<file path="config.mk">
export PLATFORM = sky130hd
export DESIGN_NAME = fetch_controller_flat
export DESIGN_NICKNAME = d
export VERILOG_FILES = /design/src/rtl/fetch_controller_pkg.sv /design/src/rtl/fetch_controller_if.sv /design/src/rtl/fetch_controller.sv /design/src/flat_wrapper.sv
export SDC_FILE = /design/constraint.sdc
export NUM_CORES = 1
export LEC_CHECK = 0
export BUFFER_PORTS_ARGS = -buffer_cell sky130_fd_sc_hd__buf_2
export CAP_MARGIN = 10
export CORE_ASPECT_RATIO = 1.1
export CORE_MARGIN = 3
export CORE_UTILIZATION = 55
export DETAILED_ROUTE_END_ITERATION = 10
export PLACE_DENSITY = 0.85
export SLEW_MARGIN = 0
export SYNTH_ARGS = -nofsm -noshare
export SYNTH_HDL_FRONTEND = slang
export SYNTH_SLANG_ARGS = --single-unit
export TNS_END_PERCENT = 5
</file>
<file path="constraint.sdc">
create_clock -name clk -period 4.5 [get_ports clk]
set_input_delay 0.675 -clock clk [delete_from_list [all_inputs] [get_ports clk]]
set_output_delay 0.675 -clock clk [all_outputs]
set_load 0.01 [all_outputs]
</file>
<file path="src/rtl/fetch_controller_pkg.sv">
// Shared constants for the instruction-fetch stage: data width, reset PC
// and the fetch FSM state encodings.
package fetch_controller_pkg;

    localparam int          WORD_SIZE = 16;
    localparam logic [15:0] RESET_PC  = 16'h0000;

    typedef logic [2:0] state_t;

    localparam state_t ST_RESET_WAIT = 3'd0;
    localparam state_t ST_REQ        = 3'd1;
    localparam state_t ST_HOLD       = 3'd2;
    localparam state_t ST_SQUASH     = 3'd3;
    localparam state_t ST_DMA_WAIT   = 3'd4;

endpackage

</file>
<file path="src/rtl/fetch_controller_if.sv">
// Fetch-stage bundle: ID-stage control, predictor links, instruction memory
// bus and the DMA handshake. master = fetch controller side.
interface fetch_controller_if #(
    parameter int WIDTH = fetch_controller_pkg::WORD_SIZE
) ();

    logic             stall;
    logic             prediction_miss;
    logic [WIDTH-1:0] pred_next_addr;
    logic             bus_grant_dma;
    logic             i_ready;
    logic [WIDTH-1:0] i_data;

    logic             i_readM;
    logic [WIDTH-1:0] i_address;
    logic [WIDTH-1:0] inst_addr;
    logic [WIDTH-1:0] next_addr_seq;
    logic             bp_stall;
    logic             cpu_bus_busy;
    logic [WIDTH-1:0] IF_ID_inst;
    logic [WIDTH-1:0] IF_ID_pc;
    logic             ID_nop;

    modport master (
        input  stall, prediction_miss, pred_next_addr, bus_grant_dma, i_ready, i_data,
        output i_readM, i_address, inst_addr, next_addr_seq, bp_stall, cpu_bus_busy,
               IF_ID_inst, IF_ID_pc, ID_nop
    );

    modport slave (
        output stall, prediction_miss, pred_next_addr, bus_grant_dma, i_ready, i_data,
        input  i_readM, i_address, inst_addr, next_addr_seq, bp_stall, cpu_bus_busy,
               IF_ID_inst, IF_ID_pc, ID_nop
    );

endinterface

</file>
<file path="src/rtl/fetch_controller.sv">
// Instruction fetch controller: issues reads at PC, parks for DMA, keeps one
// word across ID stalls and squashes an in-flight read on a predictor redirect.
module fetch_controller #(
    parameter int                   WORD_SIZE = fetch_controller_pkg::WORD_SIZE,
    parameter logic [WORD_SIZE-1:0] RESET_PC  = fetch_controller_pkg::RESET_PC
) (
    input logic                clk,
    input logic                reset_n,
    fetch_controller_if.master bus
);

    import fetch_controller_pkg::state_t;
    import fetch_controller_pkg::ST_RESET_WAIT;
    import fetch_controller_pkg::ST_REQ;
    import fetch_controller_pkg::ST_HOLD;
    import fetch_controller_pkg::ST_SQUASH;
    import fetch_controller_pkg::ST_DMA_WAIT;

    localparam logic [WORD_SIZE-1:0] PC_STEP = {{(WORD_SIZE-1){1'b0}}, 1'b1};

    state_t               state_r;
    state_t               state_nxt_s;
    logic [WORD_SIZE-1:0] pc_r;
    logic [WORD_SIZE-1:0] squash_addr_r;
    logic [WORD_SIZE-1:0] hold_inst_r;
    logic                 outstanding_r;
    logic [WORD_SIZE-1:0] id_inst_r;
    logic [WORD_SIZE-1:0] id_pc_r;
    logic                 id_nop_r;
    logic                 read_s;
    logic                 accept_s;
    logic                 load_hold_s;
    logic [WORD_SIZE-1:0] addr_s;

    // Read request: a started read is never abandoned, so DMA only wins in REQ when nothing is in flight
    always_comb begin
        read_s = 1'b0;
        case (state_r)
            ST_REQ:    read_s = outstanding_r | ~bus.bus_grant_dma;
            ST_SQUASH: read_s = 1'b1;
            default:   read_s = 1'b0;
        endcase
    end

    // A squashed read keeps presenting its original address until acknowledged
    always_comb begin
        if (state_r == ST_SQUASH) begin
            addr_s = squash_addr_r;
        end else begin
            addr_s = pc_r;
        end
    end

    // Next state, ID acceptance and buffer load; a redirect overrides every other event
    always_comb begin
        state_nxt_s = state_r;
        accept_s    = 1'b0;
        load_hold_s = 1'b0;
        if (bus.prediction_miss) begin
            if (read_s && !bus.i_ready) begin
                state_nxt_s = ST_SQUASH;
            end else begin
                state_nxt_s = ST_REQ;
            end
        end else begin
            case (state_r)
                ST_RESET_WAIT: begin
                    state_nxt_s = bus.bus_grant_dma ? ST_DMA_WAIT : ST_REQ;
                end
                ST_REQ: begin
                    if (!read_s) begin
                        state_nxt_s = ST_DMA_WAIT;
                    end else if (bus.i_ready && bus.stall) begin
                        state_nxt_s = ST_HOLD;
                        load_hold_s = 1'b1;
                    end else if (bus.i_ready) begin
                        accept_s    = 1'b1;
                    end else begin
                        state_nxt_s = ST_REQ;
                    end
                end
                ST_HOLD: begin
                    if (!bus.stall) begin
                        accept_s    = 1'b1;
                        state_nxt_s = ST_REQ;
                    end else begin
                        state_nxt_s = ST_HOLD;
                    end
                end
                ST_SQUASH: begin
                    state_nxt_s = bus.i_ready ? ST_REQ : ST_SQUASH;
                end
                ST_DMA_WAIT: begin
                    state_nxt_s = bus.bus_grant_dma ? ST_DMA_WAIT : ST_REQ;
                end
                default: begin
                    state_nxt_s = ST_RESET_WAIT;
                end
            endcase
        end
    end

    // FSM, PC, squash address, stall buffer and in-flight tracking
    always_ff @(posedge clk) begin
        if (!reset_n) begin
            state_r       <= ST_RESET_WAIT;
            pc_r          <= RESET_PC;
            squash_addr_r <= {WORD_SIZE{1'b0}};
            hold_inst_r   <= {WORD_SIZE{1'b0}};
            outstanding_r <= 1'b0;
        end else begin
            state_r       <= state_nxt_s;
            outstanding_r <= read_s & ~bus.i_ready;
            if (bus.prediction_miss || accept_s) begin
                pc_r <= bus.pred_next_addr;
            end
            if (bus.prediction_miss) begin
                squash_addr_r <= addr_s;
            end
            if (load_hold_s) begin
                hold_inst_r <= bus.i_data;
            end
        end
    end

    // IF/ID pipeline register; a bubble is inserted whenever ID is free but nothing is delivered
    always_ff @(posedge clk) begin
        if (!reset_n) begin
            id_inst_r <= {WORD_SIZE{1'b0}};
            id_pc_r   <= {WORD_SIZE{1'b0}};
            id_nop_r  <= 1'b1;
        end else if (bus.prediction_miss) begin
            id_nop_r  <= 1'b1;
        end else if (accept_s) begin
            id_inst_r <= (state_r == ST_HOLD) ? hold_inst_r : bus.i_data;
            id_pc_r   <= pc_r;
            id_nop_r  <= 1'b0;
        end else if (!bus.stall) begin
            id_nop_r  <= 1'b1;
        end
    end

    assign bus.i_readM       = read_s;
    assign bus.i_address     = addr_s;
    assign bus.inst_addr     = pc_r;
    assign bus.next_addr_seq = pc_r + PC_STEP;
    assign bus.bp_stall      = ~(accept_s | bus.prediction_miss);
    assign bus.cpu_bus_busy  = read_s;
    assign bus.IF_ID_inst    = id_inst_r;
    assign bus.IF_ID_pc      = id_pc_r;
    assign bus.ID_nop        = id_nop_r;

endmodule
</file>
<file path="src/flat_wrapper.sv">
// flat-port wrapper written by rule: the top's interface ports become plain ports
module fetch_controller_flat import fetch_controller_pkg::state_t; import fetch_controller_pkg::ST_RESET_WAIT; import fetch_controller_pkg::ST_REQ; import fetch_controller_pkg::ST_HOLD; import fetch_controller_pkg::ST_SQUASH; import fetch_controller_pkg::ST_DMA_WAIT;
#(
    parameter int                   WORD_SIZE = fetch_controller_pkg::WORD_SIZE,
    parameter logic [WORD_SIZE-1:0] RESET_PC  = fetch_controller_pkg::RESET_PC
)
  (clk, reset_n, bus_stall, bus_prediction_miss, bus_pred_next_addr, bus_bus_grant_dma, bus_i_ready, bus_i_data, bus_i_readM, bus_i_address, bus_inst_addr, bus_next_addr_seq, bus_bp_stall, bus_cpu_bus_busy, bus_IF_ID_inst, bus_IF_ID_pc, bus_ID_nop);
  fetch_controller_if bus_i ();
  input logic clk;
  input logic reset_n;
  input wire logic [$bits(bus_i.stall)-1:0] bus_stall;
  input wire logic [$bits(bus_i.prediction_miss)-1:0] bus_prediction_miss;
  input wire logic [$bits(bus_i.pred_next_addr)-1:0] bus_pred_next_addr;
  input wire logic [$bits(bus_i.bus_grant_dma)-1:0] bus_bus_grant_dma;
  input wire logic [$bits(bus_i.i_ready)-1:0] bus_i_ready;
  input wire logic [$bits(bus_i.i_data)-1:0] bus_i_data;
  output wire logic [$bits(bus_i.i_readM)-1:0] bus_i_readM;
  output wire logic [$bits(bus_i.i_address)-1:0] bus_i_address;
  output wire logic [$bits(bus_i.inst_addr)-1:0] bus_inst_addr;
  output wire logic [$bits(bus_i.next_addr_seq)-1:0] bus_next_addr_seq;
  output wire logic [$bits(bus_i.bp_stall)-1:0] bus_bp_stall;
  output wire logic [$bits(bus_i.cpu_bus_busy)-1:0] bus_cpu_bus_busy;
  output wire logic [$bits(bus_i.IF_ID_inst)-1:0] bus_IF_ID_inst;
  output wire logic [$bits(bus_i.IF_ID_pc)-1:0] bus_IF_ID_pc;
  output wire logic [$bits(bus_i.ID_nop)-1:0] bus_ID_nop;
  assign bus_i.stall = bus_stall;
  assign bus_i.prediction_miss = bus_prediction_miss;
  assign bus_i.pred_next_addr = bus_pred_next_addr;
  assign bus_i.bus_grant_dma = bus_bus_grant_dma;
  assign bus_i.i_ready = bus_i_ready;
  assign bus_i.i_data = bus_i_data;
  assign bus_i_readM = bus_i.i_readM;
  assign bus_i_address = bus_i.i_address;
  assign bus_inst_addr = bus_i.inst_addr;
  assign bus_next_addr_seq = bus_i.next_addr_seq;
  assign bus_bp_stall = bus_i.bp_stall;
  assign bus_cpu_bus_busy = bus_i.cpu_bus_busy;
  assign bus_IF_ID_inst = bus_i.IF_ID_inst;
  assign bus_IF_ID_pc = bus_i.IF_ID_pc;
  assign bus_ID_nop = bus_i.ID_nop;
  fetch_controller #(.WORD_SIZE(WORD_SIZE), .RESET_PC(RESET_PC)) u_core (.clk(clk), .reset_n(reset_n), .bus(bus_i));
endmodule
</file>
After elaboration in Yosys (flattened, before gate mapping)
Index checks and enable logic that the tools add are counted.
{"block": "totals", "register_bits": 85, "out_inout_bits": 84, "elab_cells": 55}
{"block": "classes", "addsub": 1, "n_eq_ne": 6, "muxes": 24, "bitwise_logic": 8, "reduce_logical": 8}
{"operator": "$mux 16", "n": 2}
{"operator": "$add 16x1->16 const B", "n": 1}
{"operator": "$mux 3", "n": 5}
{"operator": "$pmux 3 s4", "n": 1}
{"operator": "$mux 1", "n": 11}
{"operator": "$eq 3x2->1 const B", "n": 2}
{"operator": "$mux 2", "n": 3}
{"operator": "$ne 5x5->1 const B", "n": 1}
{"operator": "$not 1->1", "n": 5}
{"operator": "$pmux 1 s2", "n": 2}
{"operator": "$reduce_or 2->1", "n": 2}
{"operator": "$eq 3x1->1 const B", "n": 1}
{"operator": "$eq 3x3->1 const B", "n": 1}
{"operator": "$logic_not 3->1", "n": 1}
{"operator": "$logic_and 1x1->1", "n": 2}
{"operator": "$ne 2x1->1 const B", "n": 1}
{"operator": "$or 1x1->1", "n": 2}
{"operator": "$reduce_and 2->1", "n": 1}
{"operator": "$and 1x1->1", "n": 1}
{"operator": "$logic_not 1->1", "n": 1}
{"operator": "$logic_or 1x1->1", "n": 1}

Logic depth before layout (Yosys ltp)
Gate-level depths: netlist of the first run.
{"block": "depth", "ltp_word": 8, "mapped_depth": 7, "depth_no_buf": 5}

Worst setup path after synthesis of the first run
No wires, ideal clock.
{"block": "synth_timing", "path_kind": "input to output", "from": "in bus_bus_grant_dma", "to": "out bus_bp_stall", "arrival_time_ns": 1.637, "t_required_ns": 3.825, "path_slack_ns": 2.188, "cell_stages": 4, "path_cell_list": "and2b_1 > o32ai_4 > a21oi_4 > buf_4"}
{"block": "synth_between", "elab_chain_len": 8}
{"item": "from (decl)", "line_no": "flat_wrapper.sv:14", "text": "input wire logic [$bits(bus_i.bus_grant_dma)-1:0] bus_bus_grant_dma;"}
{"item": "$not 1->1", "line_no": "fetch_controller.sv:39", "text": "ST_REQ: read_s = outstanding_r | ~bus.bus_grant_dma;"}
{"item": "$or 1x1->1", "line_no": "fetch_controller.sv:39"}
{"item": "$pmux 1 s2", "line_no": "fetch_controller.sv:38", "text": "case (state_r)"}
{"item": "$mux 1", "line_no": "fetch_controller.sv:71", "text": "if (!read_s) begin"}
{"item": "$pmux 1 s2", "line_no": "fetch_controller.sv:66", "text": "case (state_r)"}
{"item": "$mux 1", "line_no": "fetch_controller.sv:59", "text": "if (bus.prediction_miss) begin"}
{"item": "$or 1x1->1", "line_no": "fetch_controller.sv:147", "text": "assign bus.bp_stall = ~(accept_s | bus.prediction_miss);"}
{"item": "$not 1->1", "line_no": "fetch_controller.sv:147"}
{"item": "to (decl)", "line_no": "flat_wrapper.sv:21", "text": "output wire logic [$bits(bus_i.bp_stall)-1:0] bus_bp_stall;"}
No other way between the ends.

Final worst setup path of the first run
{"block": "layout_timing", "from": "reg u_core.state_r[0]", "to": "out bus_i_address[1]"}
{"block": "layout_between", "elab_chain_len": 2}
{"item": "from (decl)", "line_no": "fetch_controller.sv:21", "text": "state_t state_r;"}
{"item": "from (signal assigned)", "line_no": "fetch_controller.sv:112", "text": "state_r <= state_nxt_s;"}
{"item": "$eq 3x2->1", "line_no": "fetch_controller.sv:47", "text": "if (state_r == ST_SQUASH) begin"}
{"item": "$mux 16", "line_no": "fetch_controller.sv:47"}
{"item": "to (decl)", "line_no": "flat_wrapper.sv:18", "text": "output wire logic [$bits(bus_i.i_address)-1:0] bus_i_address;"}
No other way between the ends.

==> results of run 1 <==
-- metrics by stage --
| step | instances | utilization [%] |
|---|---|---|
| global placement | 608 | 66.0 |
| CTS | 624 | 68.7 |
| finish | 624 | 68.7 |
| floorplan | 442 | - |
| detailed placement | 608 | 66.0 |
| global route | 624 | 68.7 |
-- worst max path at each step --
stage	cells after the start	to	start	slack, ns
floorplan	4	bus_bp_stall	bus_bus_grant_dma	2.19
global placement	5	bus_bp_stall	bus_bus_grant_dma	1.80
detailed placement	5	bus_bp_stall	bus_bus_grant_dma	1.72
CTS	3	bus_i_address[0]	u_core.state_r[0]	1.50
global route	3	bus_i_address[11]	u_core.state_r[0]	1.34
finish	3	bus_i_address[1]	u_core.state_r[0]	1.52
-- kinds of logic (layout without fill, tap and decap cells) --
logic type / Yosys count / in the layout / synth area share, %
AO/OA/AOI/OAI: 89 / 89 / 13.9
multiplexers: 65 / 65 / 17.1
AND/OR/NAND/NOR: 142 / 142 / 16.6
adder cells (fa/ha/maj): 1 / 1 / 0.320
flip-flops: 85 / 85 / 43.5
XOR/XNOR: 14 / 14 / 3.13
buffers and inverters: 46 / 146 / 5.50
-- power breakdown --
part	leakage (nW)	switching [mW]	internal [mW]	total (mW)
combinational	1.18	0.117	0.0817	0.198
clock	0.0921	0.291	0.209	0.500
sequential	0.691	0.0349	0.775	0.810
-- registers in the layout, indices dropped and copies added (netlist names) --
signal / cells
u_core.state_r: 3
u_core.squash_addr_r: 16
u_core.bus.IF_ID_pc: 16
u_core.bus.IF_ID_inst: 16
u_core.hold_inst_r: 16
u_core.bus.inst_addr: 16
u_core.bus.ID_nop: 1
u_core.outstanding_r: 1
-- cells in the final DEF (no fill, tap or decap), types with 2 or more instances in the layout --
cell type	count
sky130_fd_sc_hd__a21oi_1	48
sky130_fd_sc_hd__dfxtp_1	85
sky130_fd_sc_hd__o21ai_0	12
sky130_fd_sc_hd__nand3_1	22
sky130_fd_sc_hd__xor2_1	5
sky130_fd_sc_hd__nand2b_1	4
sky130_fd_sc_hd__xnor2_1	9
sky130_fd_sc_hd__nor3_1	5
sky130_fd_sc_hd__clkbuf_8	9
sky130_fd_sc_hd__inv_1	5
sky130_fd_sc_hd__nor2_2	3
sky130_fd_sc_hd__nand4_1	3
sky130_fd_sc_hd__buf_2	121
sky130_fd_sc_hd__nor2_1	23
sky130_fd_sc_hd__buf_4	3
sky130_fd_sc_hd__mux2_2	16
sky130_fd_sc_hd__a211oi_1	16
sky130_fd_sc_hd__o21ai_1	5
sky130_fd_sc_hd__and3_1	2
sky130_fd_sc_hd__mux2i_1	49
sky130_fd_sc_hd__clkinv_4	2
sky130_fd_sc_hd__inv_6	2
sky130_fd_sc_hd__nand2_1	69
-- layout make-up --
| type | instances | area, sq um |
|---|---|---|
| clock inverter | 7 | 58.8 |
| tap | 82 | 103 |
| fill | 564 | 2110 |
| sequential | 85 | 1700 |
| timing repair buffer | 124 | 628 |
| clock buffer | 9 | 124 |
| multi-input combinational | 311 | 2000 |
| inverter | 6 | 22.5 |
-- metal layers --
layer / wire length, um / GRT usage, % / up-vias
li1: - / - / 1720
met1: 4130 / 31.9 / 1674
met2: 5300 / 43.1 / 121
met3: 599 / 4.10 / 21
met4: 225 / 12.6 / 0
met5: 0 / 0 / -
-- cells in the mapped netlist (4+ instances only) --
master | n | share of area (%)
sky130_fd_sc_hd__dfxtp_1 | 85 | 43
sky130_fd_sc_hd__nand2_1 | 69 | 6.6
sky130_fd_sc_hd__mux2i_1 | 49 | 13
sky130_fd_sc_hd__a21oi_1 | 48 | 6.1
sky130_fd_sc_hd__clkbuf_1 | 27 | 2.6
sky130_fd_sc_hd__nor2_1 | 24 | 2.3
sky130_fd_sc_hd__nand3_1 | 22 | 2.8
sky130_fd_sc_hd__a211oi_1 | 16 | 3.1
sky130_fd_sc_hd__mux2_2 | 16 | 4.6
sky130_fd_sc_hd__o21ai_0 | 12 | 1.5
sky130_fd_sc_hd__xnor2_1 | 9 | 2.0
sky130_fd_sc_hd__buf_2 | 7 | 0.90
sky130_fd_sc_hd__inv_1 | 6 | 0.58
sky130_fd_sc_hd__nor3_1 | 5 | 0.64
sky130_fd_sc_hd__o21ai_1 | 5 | 0.64
sky130_fd_sc_hd__xor2_1 | 5 | 1.1
sky130_fd_sc_hd__nand2b_1 | 4 | 0.64
-- worst min-delay path, cell delays in order, from the launching register on --
cell	delay [ns]
sky130_fd_sc_hd__dfxtp_1	0.32
sky130_fd_sc_hd__nand2_1	0.05
sky130_fd_sc_hd__a21oi_1	0.05
==> metrics.md, run 1 <==
| Metric | Value |
|---|---|
| Setup Skew | `0.0124 ns` |
| Crit Reg-Reg Endpoint | `u_core.squash_addr_r[15]` |
| Full die area | `a little over 0.008 sq mm` |
| Worst IR Drop VDD | `between 200 and 250 uV` |
| Sum of buffers and inverters on the critical path | `1` |
| Port Buf Inserts | `121` |
| Count of endpoints failing hold in the final timing report | `0` |
| Layout cells sized above 1 | `between 30% and 40%` |
| Growth of design area from synthesis to finish | `18.5%` |
| Number of synthesized register bits | `85` |
| Top Family by Delay on Critical Path | `simple AND/OR/NAND/NOR gates` |
| Initial core utilization | `between 50% and 60%` |
| Average via count per standard cell | `~5.7` |
| CP startpoint kind | `flop` |
| Antenna diodes | `0` |
| Capture endpoint of the worst hold path | `u_core.squash_addr_r[3]` |
| Hold Crit Depth | `2` |
| GRT Resource Usage Total | `25.7%` |
| Max-Slew Margin vs Limit | `25.8%` |
| Setup Crit Path Kind | `reg -> out` |
| Max Cap Violations | `0` |
| Number of standard cells after synthesis | `roughly 440` |
| Die height | `94.5 um` |
| Worst slack on hold paths | `0.460 ns` |
| Buffer depth of the longest clock path | `2` |
| Final WL | `around 10 mm` |
| Cell at the slowest stage of the critical path | `sky130_fd_sc_hd__nand3b_1` |
| Width of the die | `a little under 90 um` |
| Endpoint kind of the worst setup timing path | `output pin` |
| Final routed wire length divided by cell count | `between 15 and 20 um` |
| First drt pass iteration count | `4` |
| H-Tree Depth | `3` |
| Instance area after placement | `approximately 0.0045 sq mm` |
| Setup slack after layout | `1.52 ns` |
| Critical Path Max Stage Delay | `approximately 0.7 ns` |
| CTS Hold Buffers Added | `0` |
| Final critical path time including I/O delays and setup | `~3.0 ns` |
| Number of DRC markers after the initial detailed-route iteration | `between 200 and 300` |
| Core Rows | `31` |
| Clock Root Buffer | `sky130_fd_sc_hd__clkbuf_8` |
| CP Max Fanout | `18` |
| Cts bufs inserted | `9` |
| Accumulated negative setup slack | `0 ns` |
| Residual DRC | `0` |
| Summed area of non-filler cells in the final layout | `0.00464 sq mm` |
| Synthesized cell area | `just under 0.004 sq mm` |
| Via count | `between 3k and 4k` |
| DP Wirelength | `roughly 7.2 mm` |
| Total power per unit cell area | `325 mW/mm^2` |
| Largest net degree at the start of global routing | `68` |
| Net count, final | `~580` |
| Average footprint of a synthesized cell | `between 8 and 9 sq um` |
| Status | `finished, final reports clean` |
| Source of the worst hold timing path | `u_core.squash_addr_r[3]` |
| Period Utilization, post-route | `66.1%` |
| Share of async-settable or async-resettable flops after synthesis | `0%` |
| Final count of negative-setup-slack endpoints | `0` |
| Count of unique library cells instantiated by Yosys | `42` |
| Post-place setup slack | `between 1.5 and 2 ns` |
| Vias in the first global route | `~3.3k` |
| Antenna violations before repair | `0` |
| Reg2reg setup slack | `between 2 and 2.5 ns` |
| Clock slew seen by the registers of the worst setup and hold paths | `0.09 ns` |
| Logic depth of the worst register-to-register path | `4` |
| CP Data Required Time | `3.83 ns` |
| Unrepaired setup endpoints after global routing | `false` |
| Wire length of the first global-routing pass | `approximately 16 mm` |
| Cell Chain, Critical Path | `nand3b_1, mux2_2, buf_2` |
| Top flip-flop cell by instance count after synthesis | `sky130_fd_sc_hd__dfxtp_1` |
| Final Total Pwr | `between 1.5 and 2 mW` |
| Clock Latency Late Sink | `between 0.3 and 0.4 ns` |
| Antenna-violating nets left | `0` |
| Hold crit path type | `reg -> reg` |
| Top-level port count | `around 120` |
| Sequential share of the synthesized area | `a little over two fifths` |
| Global route overflow | `0` |
| Total leakage power | `1.96 nW` |
| Resized cells post-CTS | `0` |
| Total number of yosys warnings | `0` |
| Crit path arrival time | `2.30 ns` |
| Reg-to-reg startpoint | `u_core.state_r[0]` |
| Global placement routability congestion | `0.837` |
| Number of flops mapped to enable cells by yosys | `0` |
| Sinks on the clock net | `85` |
| CORE AREA | `roughly 0.0067 sq mm` |
| CTS tree | `yes` |
| Max-slew violations | `0` |
| Max frequency | `336 MHz` |
| Syn Nets | `a little under 500` |
| Actual slew at the worst max-slew pin | `around 1.1 ns` |
| Post-CTS Repair Setup Buffers | `0` |
Note: power is estimated with default switching activity, not from simulation.
==> run 2: changes to the inputs <==
Settings changed: CORE_UTILIZATION 55 to 51, PLACE_DENSITY 0.85 to 0.8.
Clock period 4.5 ns to 3.1 ns, I/O delays scaled along.
==> metrics.md, run 2 (synthesis gave the netlist of run 1 again) <==
| Metric | Value |
|---|---|
| Final routed wire length divided by cell count | `16.2 um (was 16.4 um)` |
| CTS Hold Buffers Added | `0 (unchanged)` |
| Net count, final | `578 (was 576)` |
| Status | `finished, final reports clean (unchanged)` |
| Setup Crit Path Kind | `reg -> out (unchanged)` |
| Antenna violations before repair | `0 (unchanged)` |
| Most frequent standard cell in the layout excluding fill and tap cells | `sky130_fd_sc_hd__buf_2 (unchanged)` |
| Cts bufs inserted | `9 (unchanged)` |
| Antenna diodes | `0 (unchanged)` |
| Clock slew seen by the registers of the worst setup and hold paths | `0.09 ns (about the same)` |
| Clock Latency Late Sink | `0.37 ns (was 0.36 ns)` |
| Actual slew at the worst max-slew pin | `0.857 ns (was 1.11 ns)` |
| Number of DRC markers after the initial detailed-route iteration | `256 (was 298)` |
| Unrepaired setup endpoints after global routing | `false (unchanged)` |
| Final count of negative-setup-slack endpoints | `0 (unchanged)` |
| Final Non-Filler Cells | `646 (was 624)` |
| Final WL | `10.5 mm (was 10.2 mm)` |
| CORE AREA | `0.00725 sq mm (was 0.00675 sq mm)` |
| Port Buf Inserts | `121 (unchanged)` |
| CP Data Required Time | `2.63 ns (was 3.83 ns)` |
| Period Utilization, post-route | `89.4%` |
| Worst slack on hold paths | `0.339 ns (was 0.460 ns)` |
| Source of the worst hold timing path | `bus_pred_next_addr[0] (was u_core.squash_addr_r[3])` |
| Post-place setup slack | `0.695 ns (was 1.72 ns)` |
| Max-Slew Margin vs Limit | `42.7% (was 25.8%)` |
| Final critical path time including I/O delays and setup | `2.77 ns` |
| Core Rows | `32 (was 31)` |
| Final Core Density | `64.7% (was 68.7%)` |
| Full die area | `0.00876 sq mm (was 0.00817 sq mm)` |
| Initial core utilization | `54.0% (was 58.0%)` |
| Count of endpoints failing hold in the final timing report | `0 (unchanged)` |
| Accumulated negative setup slack | `0 ns (unchanged)` |
| Total power per unit cell area | `478 mW/mm^2 (was 325 mW/mm^2)` |
| Vias in the first global route | `3366 (was 3329)` |
| GRT Resource Usage Total | `23.9% (was 25.7%)` |
| Die height | `97.9 um (was 94.5 um)` |
| Clock Root Buffer | `sky130_fd_sc_hd__clkbuf_8 (unchanged)` |
| Reg2reg setup slack | `0.71 ns (was 2.05 ns)` |
| Setup slack after layout | `0.328 ns (was 1.52 ns)` |
| Antenna-violating nets left | `0 (unchanged)` |
| Resized cells post-CTS | `0 (unchanged)` |
| Post-CTS Repair Setup Buffers | `0 (unchanged)` |
| Global placement routability congestion | `0.818 (was 0.837)` |
| Largest net degree at the start of global routing | `66 (was 68)` |
| DP Wirelength | `7.24 mm (was 7.16 mm)` |
| Worst IR Drop VDD | `317 uV (was 224 uV)` |
| Max Cap Violations | `0 (unchanged)` |
| CP startpoint kind | `flop (unchanged)` |
| Via count | `3550 (was 3536)` |
| Residual DRC | `0 (unchanged)` |
| Top-level port count | `122 (unchanged)` |
| Hold crit path type | `in -> reg (was reg -> reg)` |
| CTS tree | `yes (unchanged)` |
| Sinks on the clock net | `85 (unchanged)` |
| Average via count per standard cell | `5.50 (was 5.67)` |
| Width of the die | `89.5 um (was 86.4 um)` |
| Capture endpoint of the worst hold path | `u_core.bus.inst_addr[0] (was u_core.squash_addr_r[3])` |
| Total leakage power | `1.98 nW (was 1.96 nW)` |
| Crit Reg-Reg Endpoint | `u_core.bus.IF_ID_inst[5] (was u_core.squash_addr_r[15])` |
| Setup Skew | `0.0117 ns (was 0.0124 ns)` |
| Buffer depth of the longest clock path | `2 (unchanged)` |
| Wire length of the first global-routing pass | `16.3 mm (was 16.5 mm)` |
| Growth of design area from synthesis to finish | `19.9% (was 18.5%)` |
| Post-Place Cells | `630 (was 608)` |
| Fill cell instance count of the final layout | `593 (was 564)` |
| Highest-count cells in the layout ignoring fill and taps | `sky130_fd_sc_hd__buf_2 (121), sky130_fd_sc_hd__dfxtp_1 (85), sky130_fd_sc_hd__nand2_1 (69), sky130_fd_sc_hd__mux2i_1 (49), sky130_fd_sc_hd__a21oi_1 (48) (unchanged)` |
| Max-slew violations | `0 (unchanged)` |
| Endpoint kind of the worst setup timing path | `output pin (unchanged)` |
| H-Tree Depth | `3 (unchanged)` |
| Max frequency | `~360 MHz` |
| Crit path arrival time | `2.31 ns (was 2.30 ns)` |
| Hold Crit Depth | `3 (was 2)` |
| Layout cells sized above 1 | `30.7% (was 30.4%)` |
| First drt pass iteration count | `4 (unchanged)` |
| Reg-to-reg startpoint | `u_core.state_r[0] (unchanged)` |
| Global route overflow | `0 (unchanged)` |
| Logic depth of the worst register-to-register path | `4 (unchanged)` |
| CP Max Fanout | `18 (unchanged)` |
## run 2: cell type report
| cell class | instances | area (sq um) | share of cell area (%) |
|---|---|---|---|
| Tap cell | 102 | 128 | 2.72 |
| Inverter | 6 | 22.5 | 0.480 |
| Sequential cell | 85 | 1700 | 36.3 |
| Timing Repair Buffer | 126 | 643 | 13.7 |
| Clock buffer | 9 | 124 | 2.64 |
| Clock inverter | 7 | 73.8 | 1.57 |
| Multi-Input combinational cell | 311 | 2000 | 42.6 |
## run 2: layer usage
metal	up-vias	part of all wire, %	track usage (%)	routed length (um)
li1	1720	-	-	-
met1	1669	40	29.1	4180
met2	143	50	40.2	5260
met3	18	7.6	4.73	792
met4	0	2.3	10.1	238
met5	-	0	0	0
## run 2: through the flow
| stage | power, mW | area, sq um |
|---|---|---|
| 5_1_grt | 2.33 | 4690 |
| 6_report | 2.24 | 4690 |
| 2_1_floorplan | 1.38 | 3910 |
| 3_5_place_dp | 1.49 | 4490 |
| 3_3_place_gp | 1.48 | 4490 |
| 4_1_cts | 2.25 | 4690 |
## run 2: worst max-delay path by stage
stage                                        from                       end  slack [ns]  cells past startpoint
after global routing            u_core.state_r[0]          bus_i_address[6]        0.19                      3
after CTS                       u_core.state_r[0]         bus_i_address[11]        0.34                      3
after floorplan           u_core.bus.inst_addr[5]     bus_next_addr_seq[15]        1.06                      5
after detailed placement        bus_bus_grant_dma  u_core.bus.IF_ID_inst[5]        0.69                      5
after global placement          bus_bus_grant_dma  u_core.bus.IF_ID_inst[5]        0.75                      5
final                           u_core.state_r[0]          bus_i_address[5]        0.33                      3
## run 2: power breakdown
group | internal (mW) | switching [mW] | leakage, nW
Combinational | 0.120 | 0.166 | 1.19
Clock | 0.319 | 0.458 | 0.101
Sequential | 1.13 | 0.0560 | 0.691
## run 2: worst max-delay path, cell delays in order, from the launching register on
cell	delay, ns
sky130_fd_sc_hd__dfxtp_1	0.59
sky130_fd_sc_hd__nand3b_1	0.69
sky130_fd_sc_hd__mux2_2	0.52
sky130_fd_sc_hd__buf_2	0.14
